[config.mk]
export PLATFORM = sky130hd
export DESIGN_NAME = druaga_dl_sequencer
export DESIGN_NICKNAME = d
export VERILOG_FILES = /design/src/rtl/druaga_dl_pkg.sv /design/src/rtl/dl_csum_acc.sv /design/src/rtl/druaga_dl_sequencer.sv
export SDC_FILE = /design/constraint.sdc
export NUM_CORES = 1
export LEC_CHECK = 0
export ABC_AREA = 1
export CAP_MARGIN = 15
export CORE_MARGIN = 1.5
export CORE_UTILIZATION = 43
export CTS_CLUSTER_DIAMETER = 100
export DETAILED_ROUTE_END_ITERATION = 8
export GPL_ROUTABILITY_DRIVEN = 0
export PLACE_DENSITY = 0.81
export SLEW_MARGIN = 5
export SYNTH_ARGS = -nofsm -noshare
export SYNTH_HDL_FRONTEND = slang
export SYNTH_HIERARCHICAL = 1
export SYNTH_SLANG_ARGS = --single-unit
[constraint.sdc]
create_clock -name clk_sys -period 2.9 [get_ports clk_sys]
set_input_delay 0.435 -clock clk_sys [delete_from_list [all_inputs] [get_ports clk_sys]]
set_output_delay 0.435 -clock clk_sys [all_outputs]
set_load 0.01 [all_outputs]
[src/rtl/druaga_dl_pkg.sv]
// druaga_dl_pkg: shared state type and download index
// constants for the Druaga download/reset sequencer.
package druaga_dl_pkg;

    typedef enum logic [1:0] {
        ST_IDLE,
        ST_LOAD,
        ST_HOLD,
        ST_RUN
    } dl_state_t;

    localparam logic [7:0] IDX_ROM = 8'd0;
    localparam logic [7:0] IDX_TNO = 8'd1;
    localparam logic [7:0] IDX_DIP = 8'd254;

    localparam int NREG = 8;

endpackage

[src/rtl/dl_csum_acc.sv]
// dl_csum_acc: one 8-bit modulo-256 byte sum per ROM region,
// cleared at the start of each load.
module dl_csum_acc
    import druaga_dl_pkg::*;
(
    input  logic                 clk_sys,
    input  logic                 rst,
    input  logic                 clr,
    input  logic [NREG-1:0]      add_en,
    input  logic [7:0]           data,
    output logic [8*NREG-1:0]    sum
);

    logic [7:0] acc [NREG];

    // Clear applies before the add so a byte arriving in the
    // first cycle of a load is still counted.
    always_ff @(posedge clk_sys or posedge rst) begin
        if (rst) begin
            for (int n = 0; n < NREG; n++) begin
                acc[n] <= '0;
            end
        end else begin
            for (int n = 0; n < NREG; n++) begin
                acc[n] <= (clr ? 8'd0 : acc[n])
                        + (add_en[n] ? data : 8'd0);
            end
        end
    end

    for (genvar n = 0; n < NREG; n++) begin : g_out
        assign sum[8*n +: 8] = acc[n];
    end

endmodule

[src/rtl/druaga_dl_sequencer.sv]
// druaga_dl_sequencer: routes HPS download bytes to ROM regions,
// latches title/DIP bytes and owns the core reset. Macro: DL_CHECKSUM_EN.
module druaga_dl_sequencer
    import druaga_dl_pkg::*;
#(
    parameter int AW   = 17,
    parameter int HOLD = 16
) (
    input  logic            clk_sys,
    input  logic            RESET,
    input  logic            rst_req,
    input  logic            ioctl_download,
    input  logic            ioctl_wr,
    input  logic [7:0]      ioctl_index,
    input  logic [24:0]     ioctl_addr,
    input  logic [7:0]      ioctl_dout,
    output logic [NREG-1:0] rom_we,
    output logic [AW-1:0]   rom_addr,
    output logic [7:0]      rom_data,
    output logic [3:0]      tno,
    output logic [23:0]     dsw,
    output logic            core_reset,
    output logic            loaded,
    output logic            ovf,
    output logic [63:0]     csum
);

    localparam logic [7:0] HOLD_N  = 8'(HOLD);
    localparam logic [7:0] HOLD_M1 = 8'(HOLD - 1);

    dl_state_t       state, state_nx;
    logic [7:0]      cnt;
    logic            dl_rom;
    logic            wr;
    logic            rom_hit;
    logic            rom_acc;
    logic            enter_load;
    logic            load_done;
    logic            got_rom;
    logic            dip_hit;
    logic [2:0]      region;
    logic [NREG-1:0] we_vec;

    assign dl_rom  = ioctl_download
                   && (ioctl_index == IDX_ROM
                   ||  ioctl_index == IDX_TNO);
    assign wr      = ioctl_download && ioctl_wr;
    assign rom_hit = wr && ioctl_index == IDX_ROM;
    assign rom_acc = rom_hit && ioctl_addr[24:AW+3] == '0;
    assign region  = ioctl_addr[AW+2:AW];
    assign we_vec  = rom_acc ? (NREG'(1) << region) : '0;
    assign dip_hit = wr && ioctl_index == IDX_DIP
                   && ioctl_addr[24:3] == '0
                   && ioctl_addr[2:0] < 3'd3;

    assign enter_load = dl_rom && state != ST_LOAD;
    assign load_done  = state == ST_LOAD && !dl_rom;

    // State register.
    always_ff @(posedge clk_sys or posedge RESET) begin
        if (RESET) state <= ST_IDLE;
        else       state <= state_nx;
    end

    // Next state: a ROM/title download preempts everything.
    always_comb begin
        state_nx = state;
        unique case (state)
            ST_IDLE: state_nx = ST_IDLE;
            ST_LOAD: if (!dl_rom) state_nx = ST_HOLD;
            ST_HOLD: begin
                if (cnt == '0) begin
                    if (!loaded)       state_nx = ST_IDLE;
                    else if (!rst_req) state_nx = ST_RUN;
                end
            end
            ST_RUN:  if (rst_req) state_nx = ST_HOLD;
        endcase
        if (dl_rom) state_nx = ST_LOAD;
    end

    // Outputs: the core runs only in RUN.
    always_comb begin
        core_reset = 1'b1;
        unique case (state)
            ST_RUN:  core_reset = 1'b0;
            default: core_reset = 1'b1;
        endcase
    end

    // Hold counter. While rst_req is high it sits at HOLD so the
    // first low cycle leaves HOLD-1, matching the end of a download.
    always_ff @(posedge clk_sys or posedge RESET) begin
        if (RESET) begin
            cnt <= '0;
        end else if (load_done) begin
            cnt <= HOLD_M1;
        end else if (state_nx == ST_HOLD
                  && (state == ST_RUN || rst_req)) begin
            cnt <= HOLD_N;
        end else if (state == ST_HOLD && cnt != '0) begin
            cnt <= cnt - 8'd1;
        end
    end

    // Track whether this load accepted any ROM byte; a completed
    // load with data marks the core as loaded for good.
    always_ff @(posedge clk_sys or posedge RESET) begin
        if (RESET) begin
            got_rom <= 1'b0;
            loaded  <= 1'b0;
        end else begin
            if (enter_load)   got_rom <= rom_acc;
            else if (rom_acc) got_rom <= 1'b1;
            if (load_done && got_rom) loaded <= 1'b1;
        end
    end

    // Registered ROM port plus title, DIP and overflow latches.
    always_ff @(posedge clk_sys or posedge RESET) begin
        if (RESET) begin
            rom_we   <= '0;
            rom_addr <= '0;
            rom_data <= '0;
            tno      <= '0;
            dsw      <= '0;
            ovf      <= 1'b0;
        end else begin
            rom_we <= we_vec;
            if (rom_acc) begin
                rom_addr <= ioctl_addr[AW-1:0];
                rom_data <= ioctl_dout;
            end
            if (wr && ioctl_index == IDX_TNO)
                tno <= ioctl_dout[3:0];
            if (dip_hit)
                dsw[{ioctl_addr[1:0], 3'b000} +: 8] <= ioctl_dout;
            if (rom_hit && !rom_acc)
                ovf <= 1'b1;
        end
    end

`ifdef DL_CHECKSUM_EN
    dl_csum_acc u_csum (
        .clk_sys (clk_sys),
        .rst     (RESET),
        .clr     (enter_load),
        .add_en  (we_vec),
        .data    (ioctl_dout),
        .sum     (csum)
    );
`else
    assign csum = '0;
`endif

endmodule

==> results.tsv <==
metric	value	unit
endpoints failing setup	0	
Leak	0.002630	uW
vias per cell	4.677	
met3 Usage GRT	3.654	%
routing usage on met2	31.34	%
reg2reg path depth	11	
ANT cells	0	
vias in the first global route	3180	
first-pass GRT wire length	14820	microns
total number of vias	3344	
Worst Hold Endpoint	dsw[3]$_DFFE_PP0P_	
slowest library cell on the worst path	clkdlybuf4s50_1	
Post-Syn Area per Cell	8.148	sq um
Final Hold Vio Count	0	
DRT antenna net count	0	
setup TNS	0	ns
Hold Buf Count CTS	0	
total CTS buffers	9	
Reg-to-Reg Start	cnt[0]$_DFFE_PP0P_	
IO Pins	174	
core area	9153	sq um
worst path required time	3.17	ns
fin. max-slew vios	0	
Worst VDD drop	0.0002032	V
synthesis-to-layout area growth	27.32	%
final core utilization	55.99	%
CP Class	input port to flip-flop	
critical path's top delay family	buffers and inverters	
DRC violations left	0	
top cells by area, synth	dfrtp_1 46%, buf_4 13%, nand2_1 12%	
Die H	99.75	microns
Bufs on Longest Clock Path	2	
met1 usage	24.48	%
Synth Cell Area	4025	sq um
CP Launch Type	input port	
Pre-Repair DR Iteration Count	4	
HPWL Detailed	7104	microns
fraction of layout cells with a size suffix above 1	4.801	%
FFs w/ async S/R, synth	100.0	%
H-Tree Depth	3	
Remaining Overflow, GRT	0	
most instantiated cells after synthesis	133 x nand2_1, 74 x dfrtp_1, 69 x buf_4, 52 x inv_1, 51 x nor2_1	
busiest grt layer	met2	
number of synthesized register bits	74	
Post CTS Setup Buffer Count	0	
final wirelength	9214	microns
cell internal pwr	1583	uW
Top FF cell, synth	dfrtp_1	
Critical R2R Capture	cnt[4]$_DFFE_PP0P_	
register share of total power	50.0	%
Critical Path, Cell by Cell	clkdlybuf4s50_1 -> inv_1 -> ha_1 -> inv_1 -> nand3_1 -> nor2_1 -> nand4_1 -> nand2_1	
initial antenna violation count	0	
Final Net Count	655	
switching share of power	30.23	%
Starting DRT DRC Count	116	
Slew @ Worst Pin	0.6395	ns
Critical Path AT	2.42	ns
register area share after synthesis	46.01	%
MaxCap Viol Count	0	
clock latency on the worst-skew pair	0.33	ns
top-count cell post-synth	nand2_1	
clock skew	0.007415	ns
Synth cell types	29	
EDFF count, synth	0	
Buf/Inv on CP	3	
top cell type's share of synthesized area	46.01	%
Die Wd	99.75	microns
outcome	complete, no violations	
R2R Setup Slk	1.03	ns
Total GRT Usage	18.84	%
cells after synthesis	494	
min Tclk post-route	2.155	ns
WL/cell	12.89	microns
RSZ-0062 raised after global routing	no	
Starting Density	43.98	%
Peak Freq	0.4640	GHz
most frequent CP cell	inv_1	
PwrDens	442.8	nW/um^2
Clk pwr share	28.6	%
number of buffers inserted by port buffering	109	
Worst Hold Launch	dsw[3]$_DFFE_PP0P_	
Yosys warnings	6	
Synth area leader	dfrtp_1	
Psw	686.0	uW
# rows	35	
clock slew at reported path FFs	0.07	ns
Die ar.	9950	sq um
endpoint type of the worst setup path	flip-flop	
WHS Path Cells	2	
post-cts sizing count	0	
Clock Sinks	74	
worst min path class	flip-flop to flip-flop	
CTS tree	done	
Slew HR	57.30	%
Comb power frac	21.4	%
Root Buffer	clkbuf_8	
Critical Path Max Stage Delay	0.62	ns
crit-path max FO	8	
Tcrit/Tclk final	74.32	%
largest net degree at the start of global routing	46	
==> power groups by stage <==
| stage | combinational (uW) | clock, uW | sequential, uW |
|---|---|---|---|
| after floorplan | 402 | 0 | 1140 |
| final | 485 | 649 | 1140 |
| after detailed placement | 480 | 0 | 1150 |
| after global placement | 457 | 0 | 1150 |
| after CTS | 484 | 670 | 1130 |
| after global routing | 543 | 711 | 1140 |
==> kinds of logic after synthesis <==
family / Yosys count / share of synthesized area [%]
XOR/XNOR: 3 / 0.6529
adder cells (fa/ha/maj): 6 / 1.865
AO/OA/AOI/OAI: 41 / 5.595
flip-flops: 74 / 46.01
AND/OR/NAND/NOR: 238 / 26.73
other: 1 / 0.09317
buffers and inverters: 131 / 19.05
==> metrics by stage <==
step | setup slack, ns | power (uW) | hold slack [ns] | area (sq um) | std cells
after floorplan | 0.5834 | 1544 | 0.4678 | 4262 | 557
after global placement | 0.4301 | 1605 | 0.4521 | 4979 | 703
after detailed placement | 0.4035 | 1633 | 0.4623 | 4979 | 703
after CTS | 0.7540 | 2287 | 0.4791 | 5125 | 715
after global routing | 0.5351 | 2394 | 0.4959 | 5125 | 715
final | 0.7448 | 2269 | 0.4763 | 5125 | 715
==> placed cells by master (no fill, tap or decap) <==
cell type	instances
or2_2	1
nor2_4	1
a21oi_1	4
xor2_1	1
nor4_1	2
nor3_1	2
nor3_2	2
a211oi_2	1
clkbuf_8	10
nand3_4	3
inv_1	51
ha_1	6
xnor2_1	2
nand3_1	8
nand4_1	33
clkdlybuf4s50_1	109
nor3_4	1
a21boi_0	1
buf_12	2
inv_2	2
clkbuf_1	1
nand2_1	133
clkinv_2	1
nand3_2	1
conb_1	64
o31ai_1	1
nor2_1	51
a31o_2	2
o21ai_0	32
dfrtp_1	74
buf_4	2
==> worst min-delay path, delay by kind of cell (launching register included) <==
family	cells	cell delay (ns)
DFF	1	0.35
and+or+nand+nor	2	0.09
==> cell type report <==
type | count | area, sq um
sequential | 74 | 1852
clock buffer | 11 | 141.4
multi-input combinational | 352 | 1643
inverter | 53 | 198.9
clock inverter | 1 | 5.005
tap | 111 | 138.9
timing repair buffer | 113 | 1146
fill | 839 | 4028
==> worst max-delay path by stage <==
stage | startpoint | endpoint | cells past startpoint
after floorplan | RESET | cnt[0]$_DFFE_PP0P_ | 1
after global placement | ioctl_addr[0] | dsw[0]$_DFFE_PP0P_ | 8
after detailed placement | ioctl_addr[0] | dsw[1]$_DFFE_PP0P_ | 8
after CTS | ioctl_addr[0] | dsw[1]$_DFFE_PP0P_ | 8
after global routing | ioctl_addr[0] | dsw[0]$_DFFE_PP0P_ | 8
final | ioctl_addr[0] | dsw[0]$_DFFE_PP0P_ | 8
==> sequential cells by signal, indices dropped and copies added (netlist names) <==
signal    cells
rom_data      8
dsw          24
got_rom       1
ovf           1
tno           4
loaded        1
rom_addr     17
rom_we        8
cnt           8
state         2
==> metal layers <==
layer	wire (microns)	share of wire, %	vias to the layer above
met4	110	1.2	0
met5	0	0	-
met1	4108	45	1565
met2	4480	49	124
li1	-	-	1645
met3	515	5.6	10
(Power assumes the default switching activity.)
